[config.mk]
export PLATFORM = sky130hd
export DESIGN_NAME = param_code_lock_fsm
export DESIGN_NICKNAME = d
export VERILOG_FILES = /design/src/rtl/param_code_lock_fsm_pkg.sv /design/src/rtl/param_code_lock_fsm_lock_timer.sv /design/src/rtl/param_code_lock_fsm.sv
export SDC_FILE = /design/constraint.sdc
export NUM_CORES = 1
export LEC_CHECK = 0
export CORE_ASPECT_RATIO = 0.75
export CORE_MARGIN = 1.5
export CORE_UTILIZATION = 25
export CTS_BUF_LIST = sky130_fd_sc_hd__clkbuf_8
export CTS_CLUSTER_DIAMETER = 30
export DETAILED_ROUTE_END_ITERATION = 8
export GPL_ROUTABILITY_DRIVEN = 0
export SKIP_CTS_REPAIR_TIMING = 1
export SLEW_MARGIN = 10
export SYNTH_ARGS = -nofsm -noshare
export SYNTH_HDL_FRONTEND = slang
export SYNTH_SLANG_ARGS = --single-unit
[constraint.sdc]
create_clock -name Clk -period 5.42 [get_ports Clk]
set_input_delay 1.084 -clock Clk [delete_from_list [all_inputs] [get_ports Clk]]
set_output_delay 1.084 -clock Clk [all_outputs]
set_load 0.03 [all_outputs]
[src/rtl/param_code_lock_fsm_pkg.sv]
// Shared definitions for the parametrised keypad code lock: state encoding
// (kept as plain constants so the single-bit lock and its benches can reuse it).
package param_code_lock_fsm_pkg;

    localparam int STATE_W = 2;

    localparam logic [STATE_W-1:0] ST_ENTRY   = 2'd0;
    localparam logic [STATE_W-1:0] ST_OPEN    = 2'd1;
    localparam logic [STATE_W-1:0] ST_LOCKOUT = 2'd2;

    // Largest of three cycle counts; sizes the single shared timer.
    function automatic int max3(input int a, input int b, input int c);
        int m;
        m = (a > b) ? a : b;
        return (m > c) ? m : c;
    endfunction

endpackage

[src/rtl/param_code_lock_fsm_lock_timer.sv]
// Loadable down-counter with a registered done flag. One instance serves the
// open hold, the lockout and the entry timeout, which never overlap.
module lock_timer #(
    parameter int WIDTH = 5
) (
    input  logic             i_clk,
    input  logic             i_rst,
    input  logic             i_load,
    input  logic [WIDTH-1:0] i_load_val,
    output logic             o_done
);

    logic [WIDTH-1:0] r_count;
    logic             r_done;

    // Count register: load wins over decrement, saturates at zero.
    always_ff @(posedge i_clk) begin
        if (i_rst) begin
            r_count <= {WIDTH{1'b0}};
            r_done  <= 1'b1;
        end else if (i_load) begin
            r_count <= i_load_val;
            r_done  <= (i_load_val == {WIDTH{1'b0}});
        end else if (r_count != {WIDTH{1'b0}}) begin
            r_count <= r_count - WIDTH'(1);
            r_done  <= (r_count == WIDTH'(1));
        end else begin
            r_done  <= 1'b1;
        end
    end

    assign o_done = r_done;

endmodule

[src/rtl/param_code_lock_fsm.sv]
// Keypad code lock: checks a CODE_LEN-digit entry, holds the door open on a match,
// pulses Err on a mismatch and enforces a timed lockout after MAX_TRIES failures.
module param_code_lock_fsm
    import param_code_lock_fsm_pkg::*;
#(
    parameter int DIGIT_W       = 4,
    parameter int CODE_LEN      = 4,
    parameter int MAX_TRIES     = 3,
    parameter int OPEN_CYCLES   = 8,
    parameter int LOCK_CYCLES   = 16,
    parameter int ENTRY_TIMEOUT = 32
) (
    input  logic                                 Clk,
    input  logic                                 Rst,
    input  logic [DIGIT_W-1:0]                   Key,
    input  logic                                 Key_Valid,
    input  logic [CODE_LEN*DIGIT_W-1:0]          Code,
    output logic                                 Out,
    output logic                                 Err,
    output logic                                 Locked,
    output logic [$clog2(MAX_TRIES+1)-1:0]       Tries_Left
);

    localparam int CODE_W = CODE_LEN * DIGIT_W;
    localparam int CNT_W  = $clog2(CODE_LEN + 1);
    localparam int TL_W   = $clog2(MAX_TRIES + 1);
    localparam int TMR_W  = $clog2(max3(OPEN_CYCLES, LOCK_CYCLES, ENTRY_TIMEOUT) + 1);

    localparam logic [CNT_W-1:0] LAST_DIGIT = CNT_W'(CODE_LEN - 1);
    localparam logic [TL_W-1:0]  TRIES_MAX  = TL_W'(MAX_TRIES);

    logic [STATE_W-1:0] r_state,      w_state_nxt;
    logic [CNT_W-1:0]   r_digit_cnt,  w_cnt_nxt;
    logic               r_mismatch,   w_mis_nxt;
    logic [TL_W-1:0]    r_fail_cnt,   w_fail_nxt;
    logic [TL_W-1:0]    r_tries_left, w_tries_nxt;
    logic [CODE_W-1:0]  r_code,       w_code_nxt;
    logic               r_out;
    logic               r_err,        w_err_nxt;
    logic               r_locked;

    logic [CODE_W-1:0]  w_code_sel;
    logic [DIGIT_W-1:0] w_ref_digit;
    logic               w_digit_bad;
    logic [TL_W-1:0]    w_fail_inc;
    logic               w_tmr_load;
    logic [TMR_W-1:0]   w_tmr_val;
    logic               w_tmr_done;

    // The first digit of an attempt compares against the live code, which is then latched.
    assign w_code_sel  = (r_digit_cnt == CNT_W'(0)) ? Code : r_code;
    assign w_ref_digit = DIGIT_W'(w_code_sel >> (32'(r_digit_cnt) * DIGIT_W));
    assign w_digit_bad = (Key != w_ref_digit);
    assign w_fail_inc  = r_fail_cnt + TL_W'(1);

    lock_timer #(
        .WIDTH (TMR_W)
    ) u_timer (
        .i_clk      (Clk),
        .i_rst      (Rst),
        .i_load     (w_tmr_load),
        .i_load_val (w_tmr_val),
        .o_done     (w_tmr_done)
    );

    // Next-state and attempt bookkeeping.
    always_comb begin
        w_state_nxt = r_state;
        w_cnt_nxt   = r_digit_cnt;
        w_mis_nxt   = r_mismatch;
        w_fail_nxt  = r_fail_cnt;
        w_tries_nxt = r_tries_left;
        w_code_nxt  = r_code;
        w_err_nxt   = 1'b0;
        w_tmr_load  = 1'b0;
        w_tmr_val   = TMR_W'(0);
        case (r_state)
            ST_ENTRY: begin
                if (Key_Valid) begin
                    w_code_nxt = w_code_sel;
                    w_tmr_load = 1'b1;
                    w_tmr_val  = TMR_W'(ENTRY_TIMEOUT - 1);
                    if (r_digit_cnt == LAST_DIGIT) begin
                        w_cnt_nxt = CNT_W'(0);
                        w_mis_nxt = 1'b0;
                        if (!(r_mismatch || w_digit_bad)) begin
                            w_state_nxt = ST_OPEN;
                            w_fail_nxt  = TL_W'(0);
                            w_tries_nxt = TRIES_MAX;
                            w_tmr_val   = TMR_W'(OPEN_CYCLES - 1);
                        end else if (w_fail_inc < TRIES_MAX) begin
                            w_err_nxt   = 1'b1;
                            w_fail_nxt  = w_fail_inc;
                            w_tries_nxt = TRIES_MAX - w_fail_inc;
                        end else begin
                            w_err_nxt   = 1'b1;
                            w_state_nxt = ST_LOCKOUT;
                            w_fail_nxt  = w_fail_inc;
                            w_tries_nxt = TL_W'(0);
                            w_tmr_val   = TMR_W'(LOCK_CYCLES - 1);
                        end
                    end else begin
                        w_cnt_nxt = r_digit_cnt + CNT_W'(1);
                        w_mis_nxt = r_mismatch | w_digit_bad;
                    end
                end else if ((r_digit_cnt != CNT_W'(0)) && w_tmr_done) begin
                    // Idle too long: drop the partial entry silently.
                    w_cnt_nxt = CNT_W'(0);
                    w_mis_nxt = 1'b0;
                end else begin
                    w_cnt_nxt = r_digit_cnt;
                end
            end
            ST_OPEN: begin
                if (w_tmr_done) begin
                    w_state_nxt = ST_ENTRY;
                end else begin
                    w_state_nxt = ST_OPEN;
                end
            end
            ST_LOCKOUT: begin
                if (w_tmr_done) begin
                    w_state_nxt = ST_ENTRY;
                    w_fail_nxt  = TL_W'(0);
                    w_tries_nxt = TRIES_MAX;
                end else begin
                    w_state_nxt = ST_LOCKOUT;
                end
            end
            default: begin
                w_state_nxt = ST_ENTRY;
                w_cnt_nxt   = CNT_W'(0);
                w_mis_nxt   = 1'b0;
                w_fail_nxt  = TL_W'(0);
                w_tries_nxt = TRIES_MAX;
            end
        endcase
    end

    // State and registered outputs.
    always_ff @(posedge Clk) begin
        if (Rst) begin
            r_state      <= ST_ENTRY;
            r_digit_cnt  <= CNT_W'(0);
            r_mismatch   <= 1'b0;
            r_fail_cnt   <= TL_W'(0);
            r_tries_left <= TRIES_MAX;
            r_code       <= {CODE_W{1'b0}};
            r_out        <= 1'b0;
            r_err        <= 1'b0;
            r_locked     <= 1'b0;
        end else begin
            r_state      <= w_state_nxt;
            r_digit_cnt  <= w_cnt_nxt;
            r_mismatch   <= w_mis_nxt;
            r_fail_cnt   <= w_fail_nxt;
            r_tries_left <= w_tries_nxt;
            r_code       <= w_code_nxt;
            r_out        <= (w_state_nxt == ST_OPEN);
            r_err        <= w_err_nxt;
            r_locked     <= (w_state_nxt == ST_LOCKOUT);
        end
    end

    assign Out        = r_out;
    assign Err        = r_err;
    assign Locked     = r_locked;
    assign Tries_Left = r_tries_left;

endmodule
**Word-level counts from Yosys, hierarchy flattened**

Cells that the tools add are included.

- RAM bits: 0
- Memories: 0
- Register bits: 36
- Memory bits (read-only): 0
- Bits in latches: 0

- Bitwise gates (word level): 6
- Reduce and logical (&&, ||, !) cells: 13
- Multiplexer cells: 39
- Multiply operators: 0
- Shift operators: 1
- Eq/ne operators: 11
- Order comparisons: 1
- Add/sub/neg operators: 4
- Div/mod/pow operators: 0

Operators by type and width:

| operator | number |
|---|---|
| $mux W2 | 14 |
| $mux W5 | 5 |
| $pmux W2 S3 | 3 |
| $mux W16 | 1 |
| $shr A16 B5 Y4 | 1 |
| $mux W6 | 2 |
| $mux W1 | 9 |
| $mux W3 | 3 |
| $eq A6 B1 Y1 const B | 1 |
| $logic_not A6 Y1 | 1 |
| $pmux W3 S2 | 1 |
| $reduce_bool A6 Y1 | 1 |
| $sub A6 B1 Y6 const B | 1 |
| $not A1 Y1 | 5 |
| $eq A2 B1 Y1 const B | 2 |
| $eq A2 B2 Y1 const B | 2 |
| $ne A2 B2 Y1 const B | 2 |
| $ne A4 B4 Y1 | 1 |
| $reduce_and A2 Y1 | 2 |
| $reduce_and A4 Y1 | 1 |
| $reduce_or A4 Y1 | 1 |
| $add A3 B1 Y3 const B | 1 |
| $eq A3 B2 Y1 const B | 1 |
| $logic_not A3 Y1 | 1 |
| 13 further kinds | 13 |

**Depth between registers and ports, before layout**

- Word-level depth: 11
- Gate-level depth with buffers: 12
- Gate-level depth less buffers: 9

**Modules after synthesis**

Synthesis repeated with hierarchy kept, for this count alone.

- Cells, all modules: 266
- Area, all modules: 2179.6 um2

By module, submodules not included:

| module | cells an instance | times used | sequential area each (um2) | area each (um2) |
|---|---|---|---|---|
| param_code_lock_fsm | 208 | 1 | 580.6 | 1719.1 |
| lock_timer | 58 | 1 | 140.1 | 460.4 |

**Worst setup path after synthesis**

Ideal clock, no wire load.

- Kind: input to register
- Start point: input Code[5]
- End point: register r_fail_cnt[1]
- Data arrival time: 2444 ps
- Path buffers: 1
- Slack: 2845 ps
- Stages on the path: 7
- Cells stage by stage: mux4_2 > a22oi_2 > xor2_1 > nand3_1 > nor3_2 > buf_6 > o32ai_1

- Longest elaborated chain between the ends: 8

RTL lines:

| item | line | RTL |
|---|---|---|
| start, declared | param_code_lock_fsm.sv:17 | `input logic [CODE_LEN*DIGIT_W-1:0] Code,` |
| $mux W16 | param_code_lock_fsm.sv:51 | `assign w_code_sel = (r_digit_cnt == CNT_W'(0)) ? Code : r_code;` |
| $shr A16 B5 Y4 | param_code_lock_fsm.sv:52 | `assign w_ref_digit = DIGIT_W'(w_code_sel >> (32'(r_digit_cnt) * DIGIT_W));` |
| $ne A4 B4 Y1 | param_code_lock_fsm.sv:53 | `assign w_digit_bad = (Key != w_ref_digit);` |
| $logic_or A1 B1 Y1 | param_code_lock_fsm.sv:86 | `if (!(r_mismatch \|\| w_digit_bad)) begin` |
| $mux W2 | param_code_lock_fsm.sv:86 |  |
| $mux W2 | param_code_lock_fsm.sv:83 | `if (r_digit_cnt == LAST_DIGIT) begin` |
| $mux W2 | param_code_lock_fsm.sv:79 | `if (Key_Valid) begin` |
| $pmux W2 S3 | param_code_lock_fsm.sv:77 | `case (r_state)` |
| end signal, assigned | param_code_lock_fsm.sv:156 | `r_fail_cnt <= w_fail_nxt;` |
| end, declared | param_code_lock_fsm.sv:35 | `logic [TL_W-1:0] r_fail_cnt, w_fail_nxt;` |

Every way passes these cells. The select of a mux whose other input is x is not followed.
A chain may end at the register's enable or synchronous reset.

**Final worst setup path**

- Start point: register r_digit_cnt[0]
- End point: register u_timer.r_count[3]

- Longest elaborated chain between the ends: 10
- Elaborated cells on any way between the ends: 11
- Classes of those cells: eq/ne (2); shift (1); mux (6); reduce/logical (2)

RTL lines:

| item | line | RTL |
|---|---|---|
| start, declared | param_code_lock_fsm.sv:33 | `logic [CNT_W-1:0] r_digit_cnt, w_cnt_nxt;` |
| start signal, assigned | param_code_lock_fsm.sv:154 | `r_digit_cnt <= w_cnt_nxt;` |
| $logic_not A3 Y1 | param_code_lock_fsm.sv:51 |  |
| $mux W16 | param_code_lock_fsm.sv:51 |  |
| $shr A16 B5 Y4 | param_code_lock_fsm.sv:52 |  |
| $ne A4 B4 Y1 | param_code_lock_fsm.sv:53 |  |
| $logic_or A1 B1 Y1 | param_code_lock_fsm.sv:86 |  |
| $mux W5 | param_code_lock_fsm.sv:86 |  |
| $mux W5 (*) | param_code_lock_fsm.sv:83 |  |
| $mux W5 (*) | param_code_lock_fsm.sv:79 |  |
| $mux W5 (*) | param_code_lock_fsm.sv:77 |  |
| $mux W6 (*) | param_code_lock_fsm_lock_timer.sv:21 | `end else if (i_load) begin` |
| end signal, assigned | param_code_lock_fsm_lock_timer.sv:19 | `r_count <= {WIDTH{1'b0}};` |
| end signal, assigned | param_code_lock_fsm_lock_timer.sv:22 | `r_count <= i_load_val;` |
| end signal, assigned | param_code_lock_fsm_lock_timer.sv:25 | `r_count <= r_count - WIDTH'(1);` |
| end, declared | param_code_lock_fsm_lock_timer.sv:13 | `logic [WIDTH-1:0] r_count;` |

Every way passes the cells marked *; elsewhere a longest branch is shown, timed or not.

==> results.toml <==
[synthesis]
synth_xor_area_frac = 0.0312
yosysSeqAreaShare = 0.366
ys.flop_type = "dfxtp_1"
synth.largest_area_cell = "dfxtp_1"
synth.distinct_cells = 51
synth_top_family_by_area = "simple AND/OR/NAND/NOR gates"
ys_seq_elements = 36
synth_nets = 266
synth-compound-area-share = 0.189
synth_edf_count = 0
synthAdderAreaFrac = 0.0572
syn_avg_cell_area_um2 = 8.41
synth_simple_gate_area_frac = 0.223
yosys-top-cells-area = "dfxtp_1, nand2_1, a21oi_1, ha_1, mux4_2"
synth_mux_area_frac = 0.0737
synth_top_area_frac = 0.366
synth_area_um2 = 1970
synthCells = 234
synthArstFlopShare = 0
ys_warn_count = 0

[route]
drt_iter0_markers = 103
first_pass_iters = 4
vias_per_cell = 4.74
ant_nets = 0
drcViolationCount = 0
wl_um = 4740
vias = 1692
routedWlPerCell_um = 13.3

[critical_path]
crit_slowest_cell = "nor3_2"
crit_fanout = 11
worstPathCellList = "inv_1 -> ha_1 -> nor2b_4 -> mux2_2 -> o221ai_2 -> xor2_1 -> nand3_1 -> nor3_2 -> a221oi_1"
required_ns = 5.54
regToRegSetupSlack_ns = 2.03
path_class = "flip-flop to flip-flop"
slowest_delay_ns = 0.63
end_kind = "flip-flop"
crit_path_start_kind = "flip-flop"
cp.arrival_ns = 3.51

[die]
row_count = 27
core-area_um2 = 7470
die_area_um2 = 8420
die_y_um = 79.8
floorplan.initialDensity = 0.264
ios = 28
fp.dieW_um = 105

[sta]
rsz0062_at_grt = "no"
min_period_over_period = 0.625
fin_crit_ns = 3.39
maxSlewViolCount = 0
fmax_ghz = 0.295
finalSetupTns_ns = 0
relSlewSlack = 0.282
whs_ns = 0.451
skew_ns = 0.00779
tightest_slew_ns = 1.07
hold_viol_final = 0
finalSetupViolCount = 0

[grt]
grt_max_degree = 38
grt_pass1_vias = 1695
grt.total_usage = 0.121
grt_pass1_wl_um = 8090
antenna_found_initial = 0
grt-ovfl-total = 0

[finish]
multiInputGateArea_um2 = 1130
drive_above_1_share = 0.102
fill_cells = 772
antenna_cells = 0
final_common_cell = "nand2_1"
stdcell_count = 357
area_growth_pct = 20.6
finalInstanceArea_um2 = 2370
final_cell_mix = "nand2_1, dfxtp_1, clkdlybuf4s50_1"
nets = 288
register_area_um2 = 721

[clock_network]
clk_pin_slew_ns = 0.07
ctsLongestPathBuffers = 2
cts_buffers = 5
htree_levels = 2
cts_sinks = 36
cts-root-buf = "clkbuf_8"
cts_tree = "done"
worstSkewPairLatency_ns = 0.29

[place]
placed_cell_area_um2 = 2300
dpl.hpwl_um = 3430
port_buffers = 27
dpl.cell_count = 350

[power_and_ir_drop]
power-per-cell-area_nw_per_um2 = 257
p_leak_nw = 0.932
p_total_uw = 610
ir_drop_mv = 0.0921

[job]
max-cap-violations = 0

[hold_path]
hold_class = "flip-flop to flip-flop"

[run_status]
outcome = "finished, final reports clean"
[metrics by stage]
step	utilization	worst slack, ns
2_1_floorplan	-	2.84
3_3_place_gp	0.308	1.97
3_5_place_dp	0.308	1.95
4_1_cts	0.318	2.03
5_1_grt	0.318	1.81
6_report	0.318	2.03
[state kept, by name, summed over array words and instances (netlist names), 2 cells and up]
register,count
Tries_Left,2
r_digit_cnt,3
u_timer.r_count,6
r_fail_cnt,2
r_code,16
r_state,2
[power breakdown]
part	leakage, nW	total, mW	internal [mW]	switching (mW)
Clock	0.0452	0.177	0.0855	0.0919
Sequential	0.295	0.294	0.281	0.0132
Combinational	0.592	0.138	0.0647	0.0736
Total	0.932	0.610	0.431	0.179
[critical path, delay by kind of cell, from the launching register on]
| family | cells | cell delay [ns] |
|---|---|---|
| and+or+nand+nor | 3 | 1.11 |
| adders and majority gates | 1 | 0.52 |
| DFF | 1 | 0.43 |
| muxes | 1 | 0.37 |
| AOI/OAI and AO/OA | 2 | 0.35 |
| buffers and inverters | 1 | 0.25 |
| xor gates and xnor gates | 1 | 0.19 |
[final timing paths]
check,start,endpoint,depth (start not counted)
worst min-delay path,r_code[2]$_SDFFE_PP0P_,r_code[2]$_SDFFE_PP0P_,2
worst min register to register,r_code[2]$_SDFFE_PP0P_,r_code[2]$_SDFFE_PP0P_,2
worst max-delay path,r_digit_cnt[0]$_SDFFE_PP0P_,u_timer.r_count[3]$_SDFFE_PP0P_,9
worst max register to register,r_digit_cnt[0]$_SDFFE_PP0P_,u_timer.r_count[3]$_SDFFE_PP0P_,9
[area by class of cell]
cell class / count / share of cell area
Clock inverter: 2 / 0.00369
Tap cell: 101 / 0.0532
Sequential cell: 36 / 0.304
Clock buffer: 5 / 0.0290
Timing Repair Buffer: 28 / 0.117
Multi-Input combinational cell: 174 / 0.476
Inverter: 11 / 0.0174
[cell families after synthesis]
kind of cell / after synthesis
AO/OA/AOI/OAI: 56
XOR/XNOR: 7
adder cells (fa/ha/maj): 9
buffers and inverters: 24
flip-flops: 36
multiplexers: 9
AND/OR/NAND/NOR: 93
[Yosys cell counts, types with 2 or more instances]
library cell,count
dfxtp_1,36
xnor2_1,2
a221oi_1,2
a21oi_1,24
nor2b_1,3
nor2_1,12
mux2_2,4
clkbuf_1,7
o21bai_1,3
mux4_2,4
nand2_1,52
o21ai_0,7
nand2b_1,5
a211oi_1,3
xor2_1,5
o32ai_1,3
nor3_1,4
buf_6,3
nand3_1,2
or2_2,2
ha_1,9
or3_1,2
inv_1,11
a31oi_1,2
[routing by layer]
metal	wire length, um	GRT usage	vias to the layer above
li1	-	-	851
met1	2420	0.158	811
met2	2080	0.195	25
met3	214	0.0343	5
met4	28	0.0288	0
met5	0	0	-
No activity file was read; power rests on OpenSTA's default activity.
==> RTL change: new RTL, same flow settings <==
Change the parameter `MAX_TRIES` from 3 to 6.
--- a/src/rtl/param_code_lock_fsm.sv
+++ b/src/rtl/param_code_lock_fsm.sv
@@ -7,3 +7,3 @@
     parameter int CODE_LEN      = 4,
-    parameter int MAX_TRIES     = 3,
+    parameter int MAX_TRIES     = 6,
     parameter int OPEN_CYCLES   = 8,
Interface: changed (resized Tries_Left); port bits go from 28 to 29. No check against the original RTL was run, so the function may have changed too.
==> RTL change against the original RTL <==
- the run now ends with design-rule violations left
- design area is 12% higher
- sequential share of layout area fell by 1.9 points
- via count is 14% higher
- non-clock buffer count up 1
- sequential cell count up 2
- synthesized cell count up 16%
- wire length grew 13%
- worst setup slack worse by 0.25 ns
- sequential power rose by 4%
- power up 3.4%
- area after synthesis increased by 13%
- largest cell class unchanged
==> RTL change: results (changes against the original RTL) <==
| Metric | Value |
|---|---|
| Synth Area in Compound Gates | 21.2% (was 18.9%) |
| Setup skew after layout | 0.00903 ns (was 0.00779 ns) |
| Leakage | 1.03 nW (was 0.932 nW) |
| Number of flip-flops in the largest register | 16 (unchanged) |
| P_sw | 0.177 mW (was 0.179 mW) |
| Min-delay worst type | register to register (unchanged) |
| Switching share of power | 28.1% (was 29.3%) |
| DR DRC count | 4 (was 0) |
| Synth area leaders | dfxtp_1 34%, nand2_1 8.1%, ha_1 6.7%, a21oi_1 6.3%, mux2i_1 3.6% (was dfxtp_1 37%, nand2_1 9.9%, a21oi_1 6.1%, ha_1 5.7%, mux4_2 4.6%) |
| CTS H-tree depth | 2 (unchanged) |
| Post-DP HPWL | 4.02 mm (was 3.43 mm) |
| Main synth FF type | dfxtp_1 (unchanged) |
| Post-synthesis net count | 306 (was 266) |
| Seq/Total Area, Yosys | 34.1% (was 36.6%) |
| Layout Nets | 327 (was 288) |
| Vias | 1931 (was 1692) |
| Worst Path Max Fanout | 13 (was 11) |
| Largest net degree at the start of global routing | 25 (was 38) |
| Post-Synth XOR/XNOR Area | 2.35% (was 3.12%) |
| DR pass1 iterations | 7 (was 4) |
| Worst relative slew slack | 29.5% (was 28.2%) |
| Multiplexer share of the synthesized area | 7.79% (was 7.37%) |
| Ys async rst share | 0% (unchanged) |
| Largest registers | r_code (16), u_timer.r_count (6) (was r_code (16), u_timer.r_count (6), r_digit_cnt (3)) |
| CP Data Arrival Time | 3.86 ns (was 3.51 ns) |
| Port Buf Inserts | 28 (was 27) |
| Share of cells above drive strength 1 | 8.53% (was 10.2%) |
| Pre-CTS WS | 1.76 ns (was 1.95 ns) |
| Adder-Cell Fraction of Synth Area | 6.73% (was 5.72%) |
| WL/cell | 13.4 microns (was 13.3 microns) |
| Inst Count DP | 393 (was 350) |
| DRT iter0 DRCs | 138 (was 103) |
| Root buffer cell | clkbuf_8 (unchanged) |
| Clock transition at path regs | 0.07 ns (about the same) |
| Syn avg cell area | 8.24 sq um (was 8.41 sq um) |
| Final setup fails | 0 (unchanged) |
| Vias in the first global route | 1830 (was 1695) |
| Outcome | finished with violations (was completed) |
| Sequential power share | 48.5% (was 48.2%) |
| Distinct cells, synth | 52 (was 51) |
| Max VDD drop | 81.4 uV (was 92.1 uV) |
| Synth top cells by count | 48 x nand2_1, 38 x dfxtp_1, 28 x a21oi_1 (was 52 x nand2_1, 36 x dfxtp_1, 24 x a21oi_1) |
| Clock Latency Late Sink | 0.29 ns (about the same) |
| Failing checks | design-rule violations |
| Cell Area, Placed | 2580 sq um (was 2300 sq um) |
| Drt total wl | 5.38 mm (was 4.74 mm) |
| Total GRT Usage | 11.6% (was 12.1%) |
| First-pass GRT wire length | 8.84 mm (was 8.09 mm) |
| Combinational power share | 19.6% (was 22.7%) |
[RTL change: cell types whose count changed after synthesis, moves of 3 or more]
cell,before,now
mux4_2,4,1
nand2_1,52,48
ha_1,9,12
buf_2,0,4
a21oi_1,24,28
o32ai_1,3,0
o21a_1,0,5
nor2_1,12,18
a211o_1,0,3
mux2i_1,1,8
nor2b_1,3,6
[RTL change: cell families (layout without fill, tap and decap cells)]
logic type | Yosys count | count (layout)
multiplexers | 15 | 15
adder cells (fa/ha/maj) | 12 | 12
flip-flops | 38 | 38
buffers and inverters | 26 | 48
AND/OR/NAND/NOR | 104 | 104
XOR/XNOR | 6 | 6
AO/OA/AOI/OAI | 70 | 70
[RTL change: worst paths after layout]
path | start | endpoint | slack [ns] | cells past startpoint
max | r_digit_cnt[0] | Out | 1.78 | 9
min | r_code[13] | r_code[13] | 0.46 | 2
max reg2reg | r_digit_cnt[0] | Out | 1.78 | 9
min reg2reg | r_code[13] | r_code[13] | 0.46 | 2
[RTL change: critical path: stages, from the launching register on]
cell       delay [ns]
dfxtp_1          0.41
inv_1            0.31
ha_1             0.55
nor2b_1          0.61
mux4_2           0.41
o211a_1          0.23
xnor2_1          0.16
o2111ai_2        0.37
o22a_2           0.36
nor3_2           0.14
[RTL change: cell type report]
class | count | area [sq um]
Clock buffer | 6 | 82.6
Clock inverter | 2 | 8.76
Fill cell | 928 | 5890
Inverter | 11 | 41.3
Multi-Input combinational cell | 207 | 1350
Sequential cell | 38 | 761
Tap cell | 108 | 135
Timing Repair Buffer | 29 | 288
[RTL change: layer usage]
layer | vias to the layer above | track usage [%] | part of all wire (%)
met4 | 0 | 3.57 | 1.4
met3 | 9 | 3.00 | 4.8
met1 | 896 | 16.7 | 53
met5 | - | 0 | 0
li1 | 987 | - | -
met2 | 39 | 17.1 | 41
